**src/rtl/control_pkg.sv**
```systemverilog
// Shared definitions for the hardwired control sequencer: opcodes, IR field
// positions, T-state encoding, strobe bundle and the register one-hot helper.
package control_pkg;

    localparam int NUM_REGS  = 16;
    localparam int OP_W      = 5;
    localparam int IR_W      = 32;
    localparam int REG_IDX_W = 4;

    // IR field bit positions
    localparam int OPC_MSB = 31;
    localparam int OPC_LSB = 27;
    localparam int RA_MSB  = 26;
    localparam int RA_LSB  = 23;
    localparam int RB_MSB  = 22;
    localparam int RB_LSB  = 19;
    localparam int RC_MSB  = 18;
    localparam int RC_LSB  = 15;

    localparam logic [OP_W-1:0] OP_ADD  = 5'b00011;
    localparam logic [OP_W-1:0] OP_SUB  = 5'b00100;
    localparam logic [OP_W-1:0] OP_AND  = 5'b00101;
    localparam logic [OP_W-1:0] OP_OR   = 5'b00110;
    localparam logic [OP_W-1:0] OP_ROR  = 5'b00111;
    localparam logic [OP_W-1:0] OP_ROL  = 5'b01000;
    localparam logic [OP_W-1:0] OP_SHR  = 5'b01001;
    localparam logic [OP_W-1:0] OP_SHRA = 5'b01010;
    localparam logic [OP_W-1:0] OP_SHL  = 5'b01011;
    localparam logic [OP_W-1:0] OP_MUL  = 5'b01111;
    localparam logic [OP_W-1:0] OP_DIV  = 5'b10000;
    localparam logic [OP_W-1:0] OP_NEG  = 5'b10001;
    localparam logic [OP_W-1:0] OP_NOT  = 5'b10010;
    localparam logic [OP_W-1:0] OP_NOP  = 5'b11010;
    localparam logic [OP_W-1:0] OP_HALT = 5'b11011;

    typedef enum logic [3:0] {
        ST_IDLE, ST_T0, ST_T1, ST_T2, ST_T3, ST_T4, ST_T5, ST_T6, ST_HALTED
    } state_t;

    // Execute-phase behaviour groups; every opcode maps to exactly one.
    typedef enum logic [2:0] {
        CLS_NOP, CLS_ALU, CLS_UNARY, CLS_MULDIV, CLS_HALT, CLS_UNDEF
    } op_class_t;

    // Single-bit datapath strobes, registered together.
    typedef struct packed {
        logic pc_out;
        logic pc_in;
        logic inc_pc;
        logic mar_in;
        logic mdr_in;
        logic mdr_out;
        logic read;
        logic ir_in;
        logic y_in;
        logic z_in;
        logic zhi_out;
        logic zlo_out;
        logic hi_in;
        logic lo_in;
    } strobe_t;

    function automatic op_class_t classify(input logic [OP_W-1:0] opcode);
        case (opcode)
            OP_ADD, OP_SUB, OP_AND, OP_OR, OP_ROR,
            OP_ROL, OP_SHR, OP_SHRA, OP_SHL:  return CLS_ALU;
            OP_NEG, OP_NOT:                   return CLS_UNARY;
            OP_MUL, OP_DIV:                   return CLS_MULDIV;
            OP_NOP:                           return CLS_NOP;
            OP_HALT:                          return CLS_HALT;
            default:                          return CLS_UNDEF;
        endcase
    endfunction

    function automatic logic [NUM_REGS-1:0] onehot_sel(input logic [REG_IDX_W-1:0] idx,
                                                       input logic en);
        logic [NUM_REGS-1:0] v;
        v = '0;
        if (en) v[idx] = 1'b1;
        return v;
    endfunction

endpackage

```
**src/rtl/control_sequencer_reg_sel_decoder.sv**
```systemverilog
// Register index plus enable to one-hot select for the general register file.
module reg_sel_decoder
    import control_pkg::*;
(
    input  logic [REG_IDX_W-1:0] idx,
    input  logic                 en,
    output logic [NUM_REGS-1:0]  onehot
);

    // Zero when disabled, so the bus and load vectors stay one-hot or zero.
    assign onehot = onehot_sel(idx, en);

endmodule

```
**src/rtl/control_sequencer.sv**
```systemverilog
// Hardwired Moore control sequencer: one T-state per clock, every strobe is a
// flop loaded from the decode of the state being entered, so strobes line up
// exactly with the state register.
// Handshake: start is a level sampled only in IDLE/HALTED; mem_done is sampled
// only in T1 and ends the read wait on the edge where it is seen high.
// The fetched instruction must be present on ir by the edge that leaves T2,
// since T3 strobes are decoded from ir on that edge.
module control_sequencer
    import control_pkg::*;
(
    input  logic                clk,
    input  logic                clr,
    input  logic                start,
    input  logic                mem_done,
    input  logic [IR_W-1:0]     ir,
    output logic [NUM_REGS-1:0] r_in,
    output logic [NUM_REGS-1:0] r_out,
    output logic                pc_out,
    output logic                pc_in,
    output logic                inc_pc,
    output logic                mar_in,
    output logic                mdr_in,
    output logic                mdr_out,
    output logic                read,
    output logic                ir_in,
    output logic                y_in,
    output logic                z_in,
    output logic                zhi_out,
    output logic                zlo_out,
    output logic                hi_in,
    output logic                lo_in,
    output logic [OP_W-1:0]     op_sel,
    output logic                run,
    output logic                illegal,
    output state_t              fsm_state
);

    state_t                state, state_nx;
    strobe_t               strb_q, strb_nx;
    logic [OP_W-1:0]       op_nx;
    logic                  run_nx, illegal_nx;
    logic [REG_IDX_W-1:0]  rin_idx, rout_idx;
    logic                  rin_en, rout_en;
    logic [NUM_REGS-1:0]   r_in_nx, r_out_nx;

    logic [OP_W-1:0]       opcode;
    logic [REG_IDX_W-1:0]  ra, rb, rc;
    op_class_t             cls;
    logic                  unused_ir_bits;

    assign opcode = ir[OPC_MSB:OPC_LSB];
    assign ra     = ir[RA_MSB:RA_LSB];
    assign rb     = ir[RB_MSB:RB_LSB];
    assign rc     = ir[RC_MSB:RC_LSB];
    assign cls    = classify(opcode);
    assign unused_ir_bits = ^ir[RC_LSB-1:0];

    // Next T-state from current state, start, mem_done and the decoded opcode
    always_comb begin
        state_nx = state;
        case (state)
            ST_IDLE, ST_HALTED: if (start) state_nx = ST_T0;
            ST_T0:              state_nx = ST_T1;
            ST_T1:              if (mem_done) state_nx = ST_T2;
            ST_T2:              state_nx = ST_T3;
            ST_T3: begin
                case (cls)
                    CLS_ALU, CLS_UNARY, CLS_MULDIV: state_nx = ST_T4;
                    CLS_HALT:                       state_nx = ST_HALTED;
                    default:                        state_nx = ST_T0;
                endcase
            end
            ST_T4:   state_nx = (cls == CLS_ALU || cls == CLS_MULDIV) ? ST_T5 : ST_T0;
            ST_T5:   state_nx = (cls == CLS_MULDIV) ? ST_T6 : ST_T0;
            ST_T6:   state_nx = ST_T0;
            default: state_nx = ST_IDLE;
        endcase
    end

    // Strobe decode for the state about to be entered
    always_comb begin
        strb_nx    = '0;
        op_nx      = '0;
        rin_en     = 1'b0;
        rout_en    = 1'b0;
        rin_idx    = ra;
        rout_idx   = rb;
        illegal_nx = illegal;
        run_nx     = (state_nx != ST_IDLE) && (state_nx != ST_HALTED);
        case (state_nx)
            ST_T0: begin
                strb_nx.pc_out = 1'b1;
                strb_nx.mar_in = 1'b1;
                strb_nx.inc_pc = 1'b1;
                strb_nx.z_in   = 1'b1;
            end
            ST_T1: begin
                strb_nx.zlo_out = 1'b1;
                strb_nx.pc_in   = 1'b1;
                strb_nx.read    = 1'b1;
                strb_nx.mdr_in  = 1'b1;
            end
            ST_T2: begin
                strb_nx.mdr_out = 1'b1;
                strb_nx.ir_in   = 1'b1;
            end
            ST_T3: begin
                case (cls)
                    CLS_ALU: begin
                        rout_en      = 1'b1;
                        strb_nx.y_in = 1'b1;
                    end
                    CLS_UNARY: begin
                        rout_en      = 1'b1;
                        strb_nx.z_in = 1'b1;
                        op_nx        = opcode;
                    end
                    CLS_MULDIV: begin
                        rout_en      = 1'b1;
                        rout_idx     = ra;
                        strb_nx.y_in = 1'b1;
                    end
                    CLS_UNDEF: illegal_nx = 1'b1;
                    default: ;
                endcase
            end
            ST_T4: begin
                case (cls)
                    CLS_ALU: begin
                        rout_en      = 1'b1;
                        rout_idx     = rc;
                        strb_nx.z_in = 1'b1;
                        op_nx        = opcode;
                    end
                    CLS_MULDIV: begin
                        rout_en      = 1'b1;
                        strb_nx.z_in = 1'b1;
                        op_nx        = opcode;
                    end
                    CLS_UNARY: begin
                        strb_nx.zlo_out = 1'b1;
                        rin_en          = 1'b1;
                    end
                    default: ;
                endcase
            end
            ST_T5: begin
                strb_nx.zlo_out = 1'b1;
                if (cls == CLS_MULDIV) strb_nx.lo_in = 1'b1;
                else                   rin_en        = 1'b1;
            end
            ST_T6: begin
                strb_nx.zhi_out = 1'b1;
                strb_nx.hi_in   = 1'b1;
            end
            default: ;
        endcase
    end

    reg_sel_decoder u_r_in_dec (
        .idx    (rin_idx),
        .en     (rin_en),
        .onehot (r_in_nx)
    );

    reg_sel_decoder u_r_out_dec (
        .idx    (rout_idx),
        .en     (rout_en),
        .onehot (r_out_nx)
    );

    // State and registered outputs; reset clears everything at once
    always_ff @(posedge clk or negedge clr) begin
        if (!clr) begin
            state   <= ST_IDLE;
            strb_q  <= '0;
            r_in    <= '0;
            r_out   <= '0;
            op_sel  <= '0;
            run     <= 1'b0;
            illegal <= 1'b0;
        end else begin
            state   <= state_nx;
            strb_q  <= strb_nx;
            r_in    <= r_in_nx;
            r_out   <= r_out_nx;
            op_sel  <= op_nx;
            run     <= run_nx;
            illegal <= illegal_nx;
        end
    end

    assign pc_out    = strb_q.pc_out;
    assign pc_in     = strb_q.pc_in;
    assign inc_pc    = strb_q.inc_pc;
    assign mar_in    = strb_q.mar_in;
    assign mdr_in    = strb_q.mdr_in;
    assign mdr_out   = strb_q.mdr_out;
    assign read      = strb_q.read;
    assign ir_in     = strb_q.ir_in;
    assign y_in      = strb_q.y_in;
    assign z_in      = strb_q.z_in;
    assign zhi_out   = strb_q.zhi_out;
    assign zlo_out   = strb_q.zlo_out;
    assign hi_in     = strb_q.hi_in;
    assign lo_in     = strb_q.lo_in;
    assign fsm_state = state;

endmodule

```
**config.mk**
```make
export PLATFORM = sky130hd
export DESIGN_NAME = control_sequencer
export DESIGN_NICKNAME = d
export VERILOG_FILES = /design/src/rtl/control_pkg.sv /design/src/rtl/control_sequencer_reg_sel_decoder.sv /design/src/rtl/control_sequencer.sv
export SDC_FILE = /design/constraint.sdc
export NUM_CORES = 1
export LEC_CHECK = 0
export ABC_AREA = 1
export CAP_MARGIN = 20
export CORE_MARGIN = 2
export CORE_UTILIZATION = 30
export CTS_BUF_LIST = sky130_fd_sc_hd__clkbuf_2 sky130_fd_sc_hd__clkbuf_4 sky130_fd_sc_hd__clkbuf_8
export DETAILED_ROUTE_END_ITERATION = 7
export HOLD_SLACK_MARGIN = 0.1
export SYNTH_ARGS = -nofsm -noshare
export SYNTH_HDL_FRONTEND = slang
export SYNTH_SLANG_ARGS = --single-unit
```
**constraint.sdc**
```tcl
create_clock -name clk -period 2.2 [get_ports clk]
set_input_delay 0.44 -clock clk [delete_from_list [all_inputs] [get_ports clk]]
set_output_delay 0.44 -clock clk [all_outputs]
set_load 0.02 [all_outputs]
```
==> metrics.md <==
| Metric | Value |
|---|---|
| TritonCTS clock tree | `built` |
| Final wirelength | `5.20 mm` |
| Vias in the first global route | `1990` |
| Worst-Skew Late Latency | `300 ps` |
| Syn Inst Count | `264` |
| Synth Net Count | `302` |
| Register area share after synthesis | `55.0%` |
| Initial DRT Pass Iterations | `4` |
| DIE HEIGHT | `92.0 um` |
| Max-cap violations | `0` |
| CTS root buf | `clkbuf_8` |
| Clk pwr share | `19.2%` |
| Area grow syn2layout | `49.1%` |
| Status | `completed` |
| Vias | `1964` |
| Internal Power | `0.00173 W` |
| Hpwl dp | `4.15 mm` |
| Number of synthesis warnings | `0` |
| Worst Setup SP | `ir[27]` |
| Worst EP required | `2430 ps` |
| Die area | `8460 um^2` |
| Adder-Cell Fraction of Synth Area | `1.08%` |
| Layout cells sized above 1 | `18.6%` |
| Number of enable-type register cells in the synthesized netlist | `0` |
| Commonest non-fill, non-tap cell in the layout | `clkdlybuf4s50_1` |
| DRC | `0` |
| WL/cell | `11.1 um` |
| Hold WS | `109 ps` |
| Largest net degree at the start of global routing | `52` |
| GR Layer Usage met1 | `16.6%` |
| Fin crit period | `2040 ps` |
| Die W | `92.0 um` |
| R2r startpoint | `fsm_state[1]` |
| Diodes inserted | `0` |
| Ys async rst share | `100%` |
| Unique masters post-synth | `25` |
| #FFs+latches synth | `51` |
| Cell Rows | `32` |
| Pwr Density | `792 nW/um^2` |
| Mux contribution to synthesized area | `0%` |
| GR Util met2 | `23.2%` |
| Post-layout util | `45.5%` |
| Mean Syn Cell Area | `8.80 um^2` |
| Critical setup path kind | `in2reg` |
| Sw power | `0.00101 W` |
| Remaining antenna violation count | `0` |
| First-pass GRT wire length | `9.09 mm` |
| Initial Util | `30.5%` |
| Initial DRC count | `79` |
| Main combinational cell family by area after synthesis | `simple AND/OR/NAND/NOR gates` |
| Initial antenna violation count | `0` |
| Post-CTS Hold Fix Bufs | `0` |
| Vias/cell | `4.20` |
| CTS Buf Count | `5` |
| Rel. slew slack | `77.6%` |
| Compound-Gate Fraction of Synth Area | `4.26%` |
| Routing usage on met3 | `2.96%` |
| Most used routing layer | `met2` |
| XOR/XNOR Fraction of Synth Area | `0%` |
| RSZ-0062 raised after global routing | `yes` |
| Arrival time at the worst endpoint | `2280 ps` |
| Final hold vios | `0` |
| I/O Pins | `93` |
| Period utilisation layout | `92.9%` |
| H-tree depth | `2` |
| Fmax | `489 MHz` |
| GRT Total Usage | `13.5%` |
| Core Region | `7610 um^2` |
| Clock Tree Buf Depth | `2` |
| Post-Syn Area | `2320 um^2` |
| Nature of the critical path endpoint | `flip-flop` |
| Count of non-filler cells in the finished layout | `468` |
| Max Clock Skew | `5.78 ps` |
| Switching Fraction | `36.8%` |
| Critical path fanouts, max | `6` |
| Max VDD drop | `0.000260 V` |
| Post-Synth Simple-Gate Area | `32.1%` |
| Num Clock Sinks | `51` |
| Comb power frac | `41.2%` |
| Gr ovfl total | `0` |
| Placed insts | `459` |
| Synth Flop Type | `dfrtp_1` |
| Flop pwr share | `39.6%` |
| Worst Setup Start Kind | `input port` |
| Setup-failing EPs final | `0` |
| Commonest non-fill, non-tap cells in the layout | `clkdlybuf4s50_1, nand2_1, dfrtp_1` |
| Nets | `403` |
| Fin. max-slew vios | `0` |
| Clock transition at path regs | `90 ps` |
| Worst-margin pin slew | `333 ps` |
| Tightest Hold Check Type | `in2async` |
| Leak Pwr | `1.78 nW` |
| Buffers added on ports | `77` |
| GPL Wtd Cong | `0.881` |
[power groups by stage]
stage / sequential, W / combinational (W) / clock, W
after floorplan: 0.00122 / 0.000582 / 0
after global routing: 0.00110 / 0.00125 / 0.000584
after detailed placement: 0.00111 / 0.00114 / 0
final: 0.00109 / 0.00113 / 0.000527
after global placement: 0.00111 / 0.00112 / 0
after CTS: 0.00109 / 0.00114 / 0.000548
[routing by layer]
layer / vias to the layer above / part of all wire (%)
met5: - / 0
met4: 0 / 1.6
met3: 6 / 4.4
met2: 53 / 50
met1: 905 / 44
li1: 1000 / -
[layout make-up]
cell class / count / area (um^2)
repair buffers: 100 / 953
clock inverters: 2 / 12.5
well taps: 102 / 128
multi-input cells: 172 / 885
clock buffers: 6 / 76.3
flip-flops and latches: 51 / 1280
fillers: 773 / 4150
inverters: 35 / 131
[cell usage after synthesis, types with 2 or more instances]
cell | number | area share, %
nand2_1 | 61 | 9.9
dfrtp_1 | 51 | 55
nor2_1 | 51 | 8.2
inv_1 | 32 | 5.2
nand3_1 | 17 | 3.7
nand2_2 | 11 | 3.0
buf_4 | 6 | 1.9
nand3_2 | 4 | 1.7
nor2_2 | 4 | 1.1
a21oi_4 | 3 | 2.1
inv_2 | 3 | 0.48
nand2_4 | 3 | 1.5
o21ai_0 | 3 | 0.65
ha_1 | 2 | 1.1
nand4_1 | 2 | 0.54
nor3_1 | 2 | 0.43
[sequential cells by signal, indices dropped and copies added (netlist names), 4 cells and up]
register / flops
fsm_state: 4
op_sel: 5
r_in: 16
r_out: 16
[repair_timing]
| item | in CTS | in global routing |
|---|---|---|
| gates resized for setup | 4 | 4 |
| endpoints found under the hold margin | 0 | 0 |
| endpoints found under the setup margin | 35 | 33 |
| buffers inserted | 1 | 0 |
| pin swaps | 7 | 2 |
[per-stage QoR]
| step | power, W | TNS [ps] | cell area, um^2 | worst slack [ps] |
|---|---|---|---|---|
| floorplan | 0.00180 | 0 | 2320 | 308 |
| global placement | 0.00223 | -12950 | 3350 | -366 |
| detailed placement | 0.00224 | -14150 | 3350 | -395 |
| CTS | 0.00278 | 0 | 3450 | 56.6 |
| global route | 0.00293 | -21.3 | 3460 | -21.3 |
| finish | 0.00274 | 0 | 3460 | 156 |
[final timing paths]
kind	slack, ps	cells after the start	endpoint
max	160	12	r_in[14]
min	110	2	r_out[9]
max in group asynchronous	1870	2	read
min in group clk	430	3	op_sel[2]
max reg2reg	320	9	r_in[14]
min reg2reg	490	1	illegal
[kinds of logic (layout without fill, tap and decap cells)]
family | Yosys count | after routing
AND/OR/NAND/NOR | 159 | 159
AO/OA/AOI/OAI | 11 | 11
buffers and inverters | 41 | 143
adder cells (fa/ha/maj) | 2 | 2
flip-flops | 51 | 51
[worst max-delay path, cell delays in order]
cell	delay, ps
dlygate4sd2_1	210
inv_1	60
ha_1	280
inv_1	90
nand2_4	60
a21oi_4	210
nand2_4	100
a21oi_4	260
nand2_4	90
a21oi_4	210
nand3_2	150
nor2_1	120
(Power assumes the default switching activity.)
